**src/rtl/avmm_wr_ack_pkg.sv**
```systemverilog
// rtl/avmm_wr_ack_pkg.sv - shared constants and FSM types for the multi-channel write-ack expander
package avmm_wr_ack_pkg;

  localparam int ERR_OVF       = 0;
  localparam int ERR_UNEXP_ACK = 1;
  localparam int ERR_ZERO_BC   = 2;
  localparam int ERR_W         = 3;
  localparam int STATS_W       = 32;

  typedef enum logic {
    TRK_IDLE,
    TRK_IN_BURST
  } trk_state_t;

  typedef enum logic {
    EXP_IDLE,
    EXP_RUN
  } exp_state_t;

endpackage

```
**src/rtl/avmm_wr_ack_expander_mc_if.sv**
```systemverilog
// rtl/avmm_wr_ack_expander_mc_if.sv - per-channel write observation, burst ack and word ack bundle
interface avmm_wr_ack_expander_mc_if #(
  parameter int NUM_CH     = 4,
  parameter int BURSTCNT_W = 7,
  parameter int DEPTH      = 64
);
  import avmm_wr_ack_pkg::*;

  localparam int CNT_W = $clog2(DEPTH + 1);

  logic [NUM_CH-1:0]            kernel_avmm_wr;
  logic [NUM_CH-1:0]            kernel_avmm_waitreq;
  logic [NUM_CH*BURSTCNT_W-1:0] kernel_avmm_burstcnt;
  logic [NUM_CH-1:0]            burst_ack;
  logic [NUM_CH-1:0]            word_ack;
  logic [NUM_CH-1:0]            wr_stall;
  logic [NUM_CH*CNT_W-1:0]      outstanding_bursts;
  logic [NUM_CH*ERR_W-1:0]      err_flags;
  logic [NUM_CH*STATS_W-1:0]    stats_words;

  modport master (
    output kernel_avmm_wr, kernel_avmm_waitreq, kernel_avmm_burstcnt, burst_ack,
    input  word_ack, wr_stall, outstanding_bursts, err_flags, stats_words
  );

  modport slave (
    input  kernel_avmm_wr, kernel_avmm_waitreq, kernel_avmm_burstcnt, burst_ack,
    output word_ack, wr_stall, outstanding_bursts, err_flags, stats_words
  );

endinterface

```
**src/rtl/avmm_wr_ack_chan.sv**
```systemverilog
// rtl/avmm_wr_ack_chan.sv - one channel: burst tracker, burstcount FIFO, pending acks, word expander.
// Optional acked-word statistics under AVMM_WR_ACK_MC_STATS_EN.
module avmm_wr_ack_chan
  import avmm_wr_ack_pkg::*;
#(
  parameter int  BURSTCNT_W = 7,
  parameter int  DEPTH      = 64,
  localparam int CNT_W      = $clog2(DEPTH + 1)
) (
  input  logic                  clk,
  input  logic                  rst,
  input  logic                  wr,
  input  logic                  waitreq,
  input  logic [BURSTCNT_W-1:0] burstcnt,
  input  logic                  burst_ack,
  output logic                  word_ack,
  output logic                  wr_stall,
  output logic [CNT_W-1:0]      outstanding,
  output logic [ERR_W-1:0]      err,
  output logic [STATS_W-1:0]    stats_words
);

  localparam int PTR_W = $clog2(DEPTH);

  trk_state_t            trk_state, trk_next;
  exp_state_t            exp_state, exp_next;
  logic [BURSTCNT_W-1:0] beats_left, beats_left_next;
  logic [BURSTCNT_W-1:0] words_left, words_left_next;
  logic [BURSTCNT_W-1:0] mem [DEPTH];
  logic [BURSTCNT_W-1:0] head;
  logic [PTR_W-1:0]      wr_ptr, rd_ptr;
  logic [CNT_W-1:0]      count, pending, pend_next;
  logic [CNT_W:0]        count_nx_w, pend_raw;
  logic                  beat, full, enq, pop, pop_ok, unexp;
  logic [ERR_W-1:0]      err_set;

  assign beat        = wr & ~waitreq;
  assign full        = (count == CNT_W'(DEPTH));
  assign wr_stall    = full;
  assign outstanding = count;
  assign head        = mem[rd_ptr];

  always_comb begin
    trk_next        = trk_state;
    beats_left_next = beats_left;
    enq             = 1'b0;
    err_set         = '0;
    if (beat) begin
      case (trk_state)
        TRK_IDLE: begin
          if (burstcnt == '0) begin
            err_set[ERR_ZERO_BC] = 1'b1;
          end else begin
            enq                  = ~full;
            err_set[ERR_OVF]     = full;
            // A dropped burst still has its tail beats tracked.
            if (burstcnt != BURSTCNT_W'(1)) begin
              beats_left_next = burstcnt - BURSTCNT_W'(1);
              trk_next        = TRK_IN_BURST;
            end
          end
        end
        TRK_IN_BURST: begin
          beats_left_next = beats_left - BURSTCNT_W'(1);
          if (beats_left == BURSTCNT_W'(1)) begin
            trk_next = TRK_IDLE;
          end
        end
        default: trk_next = TRK_IDLE;
      endcase
    end
    err_set[ERR_UNEXP_ACK] = unexp;
  end

  // An ack arriving this cycle may start the pop directly, giving one-cycle ack-to-word latency.
  assign pop_ok = ((pending != '0) || burst_ack) && (count != '0);

  always_comb begin
    exp_next        = exp_state;
    words_left_next = words_left;
    pop             = 1'b0;
    word_ack        = 1'b0;
    case (exp_state)
      EXP_IDLE: begin
        if (pop_ok) begin
          pop             = 1'b1;
          words_left_next = head;
          exp_next        = EXP_RUN;
        end
      end
      EXP_RUN: begin
        word_ack = 1'b1;
        if (words_left == BURSTCNT_W'(1)) begin
          if (pop_ok) begin
            pop             = 1'b1;
            words_left_next = head;
          end else begin
            words_left_next = '0;
            exp_next        = EXP_IDLE;
          end
        end else begin
          words_left_next = words_left - BURSTCNT_W'(1);
        end
      end
      default: exp_next = EXP_IDLE;
    endcase
  end

  always_comb begin
    count_nx_w = {1'b0, count} + (CNT_W+1)'(enq) - (CNT_W+1)'(pop);
    pend_raw   = {1'b0, pending} + (CNT_W+1)'(burst_ack) - (CNT_W+1)'(pop);
    unexp      = burst_ack && (pend_raw > count_nx_w);
    pend_next  = unexp ? (pending - CNT_W'(pop)) : pend_raw[CNT_W-1:0];
  end

  always_ff @(posedge clk) begin
    if (enq) begin
      mem[wr_ptr] <= burstcnt;
    end
  end

  always_ff @(posedge clk or posedge rst) begin
    if (rst) begin
      trk_state  <= TRK_IDLE;
      exp_state  <= EXP_IDLE;
      beats_left <= '0;
      words_left <= '0;
      wr_ptr     <= '0;
      rd_ptr     <= '0;
      count      <= '0;
      pending    <= '0;
      err        <= '0;
    end else begin
      trk_state  <= trk_next;
      exp_state  <= exp_next;
      beats_left <= beats_left_next;
      words_left <= words_left_next;
      wr_ptr     <= wr_ptr + PTR_W'(enq);
      rd_ptr     <= rd_ptr + PTR_W'(pop);
      count      <= count_nx_w[CNT_W-1:0];
      pending    <= pend_next;
      err        <= err | err_set;
    end
  end

`ifdef AVMM_WR_ACK_MC_STATS_EN
  always_ff @(posedge clk or posedge rst) begin
    if (rst) begin
      stats_words <= '0;
    end else if (word_ack && (stats_words != '1)) begin
      stats_words <= stats_words + STATS_W'(1);
    end
  end
`else
  assign stats_words = '0;
`endif

endmodule

```
**src/rtl/avmm_wr_ack_expander_mc.sv**
```systemverilog
// rtl/avmm_wr_ack_expander_mc.sv - NUM_CH independent per-burst to per-word write-ack expanders.
// Statistics counters enabled by AVMM_WR_ACK_MC_STATS_EN.
module avmm_wr_ack_expander_mc
  import avmm_wr_ack_pkg::*;
#(
  parameter int NUM_CH     = 4,
  parameter int BURSTCNT_W = 7,
  parameter int DEPTH      = 64
) (
  input logic                         kernel_avmm_clk,
  input logic                         kernel_avmm_reset,
  avmm_wr_ack_expander_mc_if.slave    bus
);

  localparam int CNT_W = $clog2(DEPTH + 1);

  logic [1:0] rst_pipe;
  logic       rst_sync;

  // Assert immediately, release two clocks after the external reset drops.
  always_ff @(posedge kernel_avmm_clk or posedge kernel_avmm_reset) begin
    if (kernel_avmm_reset) begin
      rst_pipe <= 2'b11;
    end else begin
      rst_pipe <= {rst_pipe[0], 1'b0};
    end
  end

  assign rst_sync = rst_pipe[1];

  for (genvar c = 0; c < NUM_CH; c++) begin : g_chan
    avmm_wr_ack_chan #(
      .BURSTCNT_W (BURSTCNT_W),
      .DEPTH      (DEPTH)
    ) u_chan (
      .clk         (kernel_avmm_clk),
      .rst         (rst_sync),
      .wr          (bus.kernel_avmm_wr[c]),
      .waitreq     (bus.kernel_avmm_waitreq[c]),
      .burstcnt    (bus.kernel_avmm_burstcnt[c*BURSTCNT_W +: BURSTCNT_W]),
      .burst_ack   (bus.burst_ack[c]),
      .word_ack    (bus.word_ack[c]),
      .wr_stall    (bus.wr_stall[c]),
      .outstanding (bus.outstanding_bursts[c*CNT_W +: CNT_W]),
      .err         (bus.err_flags[c*ERR_W +: ERR_W]),
      .stats_words (bus.stats_words[c*STATS_W +: STATS_W])
    );
  end

endmodule

```
**src/flat_wrapper.sv**
```systemverilog
// flat-port wrapper written by rule: the top's interface ports become plain ports
module avmm_wr_ack_expander_mc_flat import avmm_wr_ack_pkg::*;
#(
  parameter int NUM_CH     = 4,
  parameter int BURSTCNT_W = 7,
  parameter int DEPTH      = 64
)
  (kernel_avmm_clk, kernel_avmm_reset, bus_kernel_avmm_wr, bus_kernel_avmm_waitreq, bus_kernel_avmm_burstcnt, bus_burst_ack, bus_word_ack, bus_wr_stall, bus_outstanding_bursts, bus_err_flags, bus_stats_words);
  avmm_wr_ack_expander_mc_if #(.NUM_CH(NUM_CH), .BURSTCNT_W(BURSTCNT_W), .DEPTH(DEPTH)) bus_i ();
  input logic kernel_avmm_clk;
  input logic kernel_avmm_reset;
  input wire logic [$bits(bus_i.kernel_avmm_wr)-1:0] bus_kernel_avmm_wr;
  input wire logic [$bits(bus_i.kernel_avmm_waitreq)-1:0] bus_kernel_avmm_waitreq;
  input wire logic [$bits(bus_i.kernel_avmm_burstcnt)-1:0] bus_kernel_avmm_burstcnt;
  input wire logic [$bits(bus_i.burst_ack)-1:0] bus_burst_ack;
  output wire logic [$bits(bus_i.word_ack)-1:0] bus_word_ack;
  output wire logic [$bits(bus_i.wr_stall)-1:0] bus_wr_stall;
  output wire logic [$bits(bus_i.outstanding_bursts)-1:0] bus_outstanding_bursts;
  output wire logic [$bits(bus_i.err_flags)-1:0] bus_err_flags;
  output wire logic [$bits(bus_i.stats_words)-1:0] bus_stats_words;
  assign bus_i.kernel_avmm_wr = bus_kernel_avmm_wr;
  assign bus_i.kernel_avmm_waitreq = bus_kernel_avmm_waitreq;
  assign bus_i.kernel_avmm_burstcnt = bus_kernel_avmm_burstcnt;
  assign bus_i.burst_ack = bus_burst_ack;
  assign bus_word_ack = bus_i.word_ack;
  assign bus_wr_stall = bus_i.wr_stall;
  assign bus_outstanding_bursts = bus_i.outstanding_bursts;
  assign bus_err_flags = bus_i.err_flags;
  assign bus_stats_words = bus_i.stats_words;
  avmm_wr_ack_expander_mc #(.NUM_CH(NUM_CH), .BURSTCNT_W(BURSTCNT_W), .DEPTH(DEPTH)) u_core (.kernel_avmm_clk(kernel_avmm_clk), .kernel_avmm_reset(kernel_avmm_reset), .bus(bus_i));
endmodule
```
**config.mk**
```make
export PLATFORM = sky130hd
export DESIGN_NAME = avmm_wr_ack_expander_mc_flat
export DESIGN_NICKNAME = d
export VERILOG_FILES = /design/src/rtl/avmm_wr_ack_pkg.sv /design/src/rtl/avmm_wr_ack_expander_mc_if.sv /design/src/rtl/avmm_wr_ack_chan.sv /design/src/rtl/avmm_wr_ack_expander_mc.sv /design/src/flat_wrapper.sv
export SDC_FILE = /design/constraint.sdc
export NUM_CORES = 2
export LEC_CHECK = 0
export BUFFER_PORTS_ARGS = -buffer_cell sky130_fd_sc_hd__buf_2
export CAP_MARGIN = 20
export CORE_UTILIZATION = 56
export DETAILED_ROUTE_END_ITERATION = 10
export GPL_TIMING_DRIVEN = 1
export PLACE_DENSITY = 0.86
export SKIP_LAST_GASP = 1
export SLEW_MARGIN = 20
export SYNTH_ARGS = -nofsm -noshare
export SYNTH_HDL_FRONTEND = slang
export SYNTH_SLANG_ARGS = --single-unit
```
**constraint.sdc**
```tcl
create_clock -name kernel_avmm_clk -period 4.8 [get_ports kernel_avmm_clk]
set_input_delay 0.48 -clock kernel_avmm_clk [delete_from_list [all_inputs] [get_ports kernel_avmm_clk]]
set_output_delay 0.48 -clock kernel_avmm_clk [all_outputs]
set_load 0.02 [all_outputs]
```
==> impl_metrics.tcl <==
set metrics [dict create \
    status "completed" \
    cts_tree "yes" \
    post_dp_cell_area_sq_um 85600 \
    synth_edf_count 1792 \
    grt_pass1_wl_microns 282000 \
    ys_warn_count 0 \
    hp-class "in2reg" \
    grt_max_degree 128 \
    drive_above_1_share_pct 18.8 \
    die-height_microns 388 \
    ys_ff_latch 1974 \
    cts-buffers-inserted 191 \
    synth_area_sq_um 83400 \
    num_vias 45487 \
    powerDensity_nw_per_um2 514 \
    dieArea_sq_um 150000 \
    synthFlopType "edfxtp_1" \
    whs_ns 0.0573 \
    cap_violations 0 \
    grt_pass1_vias 45789 \
    required_ns 5.50 \
    start_kind "flop" \
    fmax_mhz 217 \
    postLayoutCellArea_sq_um 92300 \
    routed_via_density 6.39 \
    diodes 0 \
    wire_per_inst_microns 26.4 \
    cts_max_level 4 \
    num-nets-final 5254 \
    io_buffers 89 \
    ant_nets 0 \
    gp_congestion 0.860 \
    worstPathMaxFanout 8 \
    grtUsageTotal_pct 24.9 \
    final-hold-violation-count 0 \
    slew_violations 0 \
    layout_worst_path_cycle_share_pct 95.8 \
    finClkSkew_ns 0.0448 \
    drt_iter0_markers 5777 \
    power_leakage_nw 31.9 \
    dr.pass1.iters 8 \
    rsz0062_at_grt "false" \
    yosysUniqueCellTypes 87 \
    grt_overflow_total 0 \
    synth_seq_area_share_pct 70.0 \
    core_sq_um 148000 \
    slew_headroom_pct 25.7 \
    layout_setup_ws_ns 0.201 \
    async_flop_share_pct 9.22 \
    antenna_found_initial 3 \
    place_inst 6758 \
    clock-sinks 1974 \
    boundaryPins 218 \
    worst-setup-path-type "reg2reg" \
    start_util_pct 56.4 \
    path_clk_slew_ns 0.06 \
    finalWirelength_microns 188000 \
    die_w_microns 388 \
    row_count 141 \
    root_buffer "clkbuf_16" \
    fin_util_pct 62.5 \
    endpoint_kind "flop" \
    power_mw 47.4 \
    remaining_drc_errors 0 \
    cts.path.max_buffers 3 \
    worstSkewPairLatency_ns 0.84 \
    period_needed_ns 4.60 \
    ir_drop_mv 0.605 \
    dp_worst_setup_slack_ns -0.00664 \
    setup_violations 0 \
    setup_tns_ns 0 \
    syn2layout_area_growth_pct 10.7 \
    critical_path_arrival_ns 5.30 \
    stdcell_count 7118 \
    post-dp-hpwl_microns 113000 \
    syn_inst 4842 \
    postSynthAreaPerCell_sq_um 17.2 \
    tightest_slew_ns 1.11 \
]
## placed cells by master (no fill, tap or decap), types with 11 or more instances in the layout
cell | Yosys | final
clkinv_1 | 0 | 27
a211oi_1 | 58 | 58
o21bai_1 | 11 | 11
buf_2 | 41 | 89
a21o_1 | 14 | 14
a22oi_1 | 64 | 64
nand3b_1 | 21 | 21
o2111ai_1 | 21 | 21
dfrtp_1 | 180 | 168
buf_4 | 176 | 121
mux2i_1 | 275 | 275
nor3_1 | 24 | 23
nand2_1 | 145 | 145
o22ai_1 | 67 | 67
nand4_1 | 22 | 22
nand2b_1 | 18 | 18
or2_2 | 12 | 12
edfxtp_1 | 1792 | 1792
nand3_1 | 115 | 115
ha_1 | 176 | 175
nor2b_1 | 41 | 38
xor2_1 | 43 | 43
a21oi_1 | 102 | 98
clkinv_2 | 0 | 27
o21a_1 | 12 | 12
clkbuf_16 | 0 | 191
inv_1 | 158 | 157
xnor2_1 | 83 | 83
mux2_2 | 31 | 31
nor2_1 | 358 | 353
clkbuf_1 | 95 | 47
bufinv_16 | 0 | 26
mux4_2 | 353 | 353
o221ai_1 | 43 | 43
conb_1 | 1 | 129
o21ai_0 | 86 | 85
## routing by layer
layer / track usage, % / vias to the layer above / share of wire (%)
met1: 33.6 / 22825 / 37
met5: 0 / - / 0.014
li1: - / 19107 / -
met2: 40.3 / 3055 / 49
met3: 5.28 / 496 / 11
met4: 8.73 / 4 / 3.5
## cells by family (layout without fill, tap and decap cells)
group / after synthesis / in the layout / share of synthesized area (%)
adder cells (fa/ha/maj): 184 / 184 / 2.83
buffers and inverters: 514 / 732 / 3.30
AO/OA/AOI/OAI: 544 / 544 / 4.49
other: 1 / 129 / 0.00450
AND/OR/NAND/NOR: 840 / 840 / 4.81
multiplexers: 659 / 659 / 13.3
flip-flops: 1974 / 1974 / 70.0
XOR/XNOR: 126 / 126 / 1.32
## cell usage after synthesis (7+ instances only)
library cell / number / area share, %
o211ai_1: 7 / 0.063
nand4_1: 22 / 0.17
buf_4: 176 / 1.6
a31oi_1: 8 / 0.060
o2111ai_1: 21 / 0.22
o221ai_1: 43 / 0.45
o21bai_1: 11 / 0.099
buf_6: 15 / 0.20
a22oi_1: 64 / 0.58
nor2b_1: 41 / 0.31
inv_1: 158 / 0.71
nand2b_1: 18 / 0.14
a21oi_1: 102 / 0.61
or3_1: 10 / 0.075
nor2_1: 358 / 1.6
or3b_2: 10 / 0.11
mux4_2: 353 / 9.5
nor3b_1: 10 / 0.090
o21a_1: 12 / 0.11
clkbuf_1: 95 / 0.43
o22ai_1: 67 / 0.50
ha_1: 176 / 2.6
xor2_1: 43 / 0.45
mux2i_1: 275 / 3.3
a21o_1: 14 / 0.13
a211oi_1: 58 / 0.52
nand3b_1: 21 / 0.19
xnor2_1: 83 / 0.87
buf_2: 41 / 0.25
or2_2: 12 / 0.090
fa_1: 8 / 0.19
nand2_1: 145 / 0.65
o21ai_0: 86 / 0.52
nor3_1: 24 / 0.14
and2_1: 8 / 0.060
dfrtp_1: 180 / 5.4
edfxtp_1: 1792 / 65
mux2_2: 31 / 0.42
nand3_1: 115 / 0.69
buf_1: 27 / 0.12
## path summary, 6_finish.rpt
| kind | startpoint | to | slack [ns] | cells past startpoint |
|---|---|---|---|---|
| worst max register to register | u_core.g_chan[1].u_chan.words_left[1] | u_core.g_chan[1].u_chan.pending[1] | 0.20 | 19 |
| max in group asynchronous | u_core.rst_pipe[1] | u_core.g_chan[0].u_chan.rd_ptr[0] | 3.54 | 2 |
| worst max-delay path | u_core.g_chan[1].u_chan.words_left[1] | u_core.g_chan[1].u_chan.pending[1] | 0.20 | 19 |
| min in group asynchronous | kernel_avmm_reset | u_core.rst_pipe[1] | 0.23 | 3 |
| worst min register to register | u_core.rst_pipe[0] | u_core.rst_pipe[1] | 0.36 | 0 |
| worst min-delay path | bus_kernel_avmm_waitreq[2] | u_core.g_chan[2].u_chan.trk_state | 0.06 | 5 |
## final cells by class
class | instances | area (sq um)
multi-input combinational | 2482 | 22900
fill | 9741 | 55500
timing repair buffer | 219 | 1510
tap | 1930 | 2410
sequential | 1974 | 58400
clock buffer | 243 | 5020
clock inverter | 110 | 1490
inverter | 160 | 604
## registers in the layout (all words and copies together), names as in the netlist
signal and cells:
u_core.g_chan.u_chan.beats_left 28, u_core.g_chan.u_chan.err 12, u_core.g_chan.u_chan.exp_state 4, u_core.g_chan.u_chan.mem 1792
u_core.g_chan.u_chan.outstanding 28, u_core.g_chan.u_chan.pending 28, u_core.g_chan.u_chan.rd_ptr 24, u_core.g_chan.u_chan.trk_state 4
u_core.g_chan.u_chan.words_left 28, u_core.g_chan.u_chan.wr_ptr 24, u_core.rst_pipe 2
## worst max-delay path: stages, from the launching register on
cell,delay [ns]
dfrtp_1,0.41
inv_1,0.10
ha_1,0.16
or4b_4,0.48
o31a_4,0.40
nor2_4,0.15
ha_4,0.15
inv_1,0.04
ha_1,0.21
fa_2,0.38
nor2b_1,0.14
o21a_1,0.17
o21bai_1,0.20
nand3_1,0.10
and4_1,0.20
ha_1,0.29
nand4_1,0.13
buf_4,0.17
o221a_4,0.32
mux2_2,0.29
## repair_timing
action	CTS	global route
resized for setup	1	24
cloned	0	0
hold buffers	2	0
endpoints found under the setup margin	7	32
pin swaps	0	9
setup buffers	0	5
hold endpoints to repair	4	0
## power breakdown
part / internal, mW / total (mW) / switching (mW)
combinational: 5.38 / 11.7 / 6.28
clock: 8.90 / 15.5 / 6.59
sequential: 19.4 / 20.3 / 0.882
Note: power is estimated with default switching activity, not from simulation.
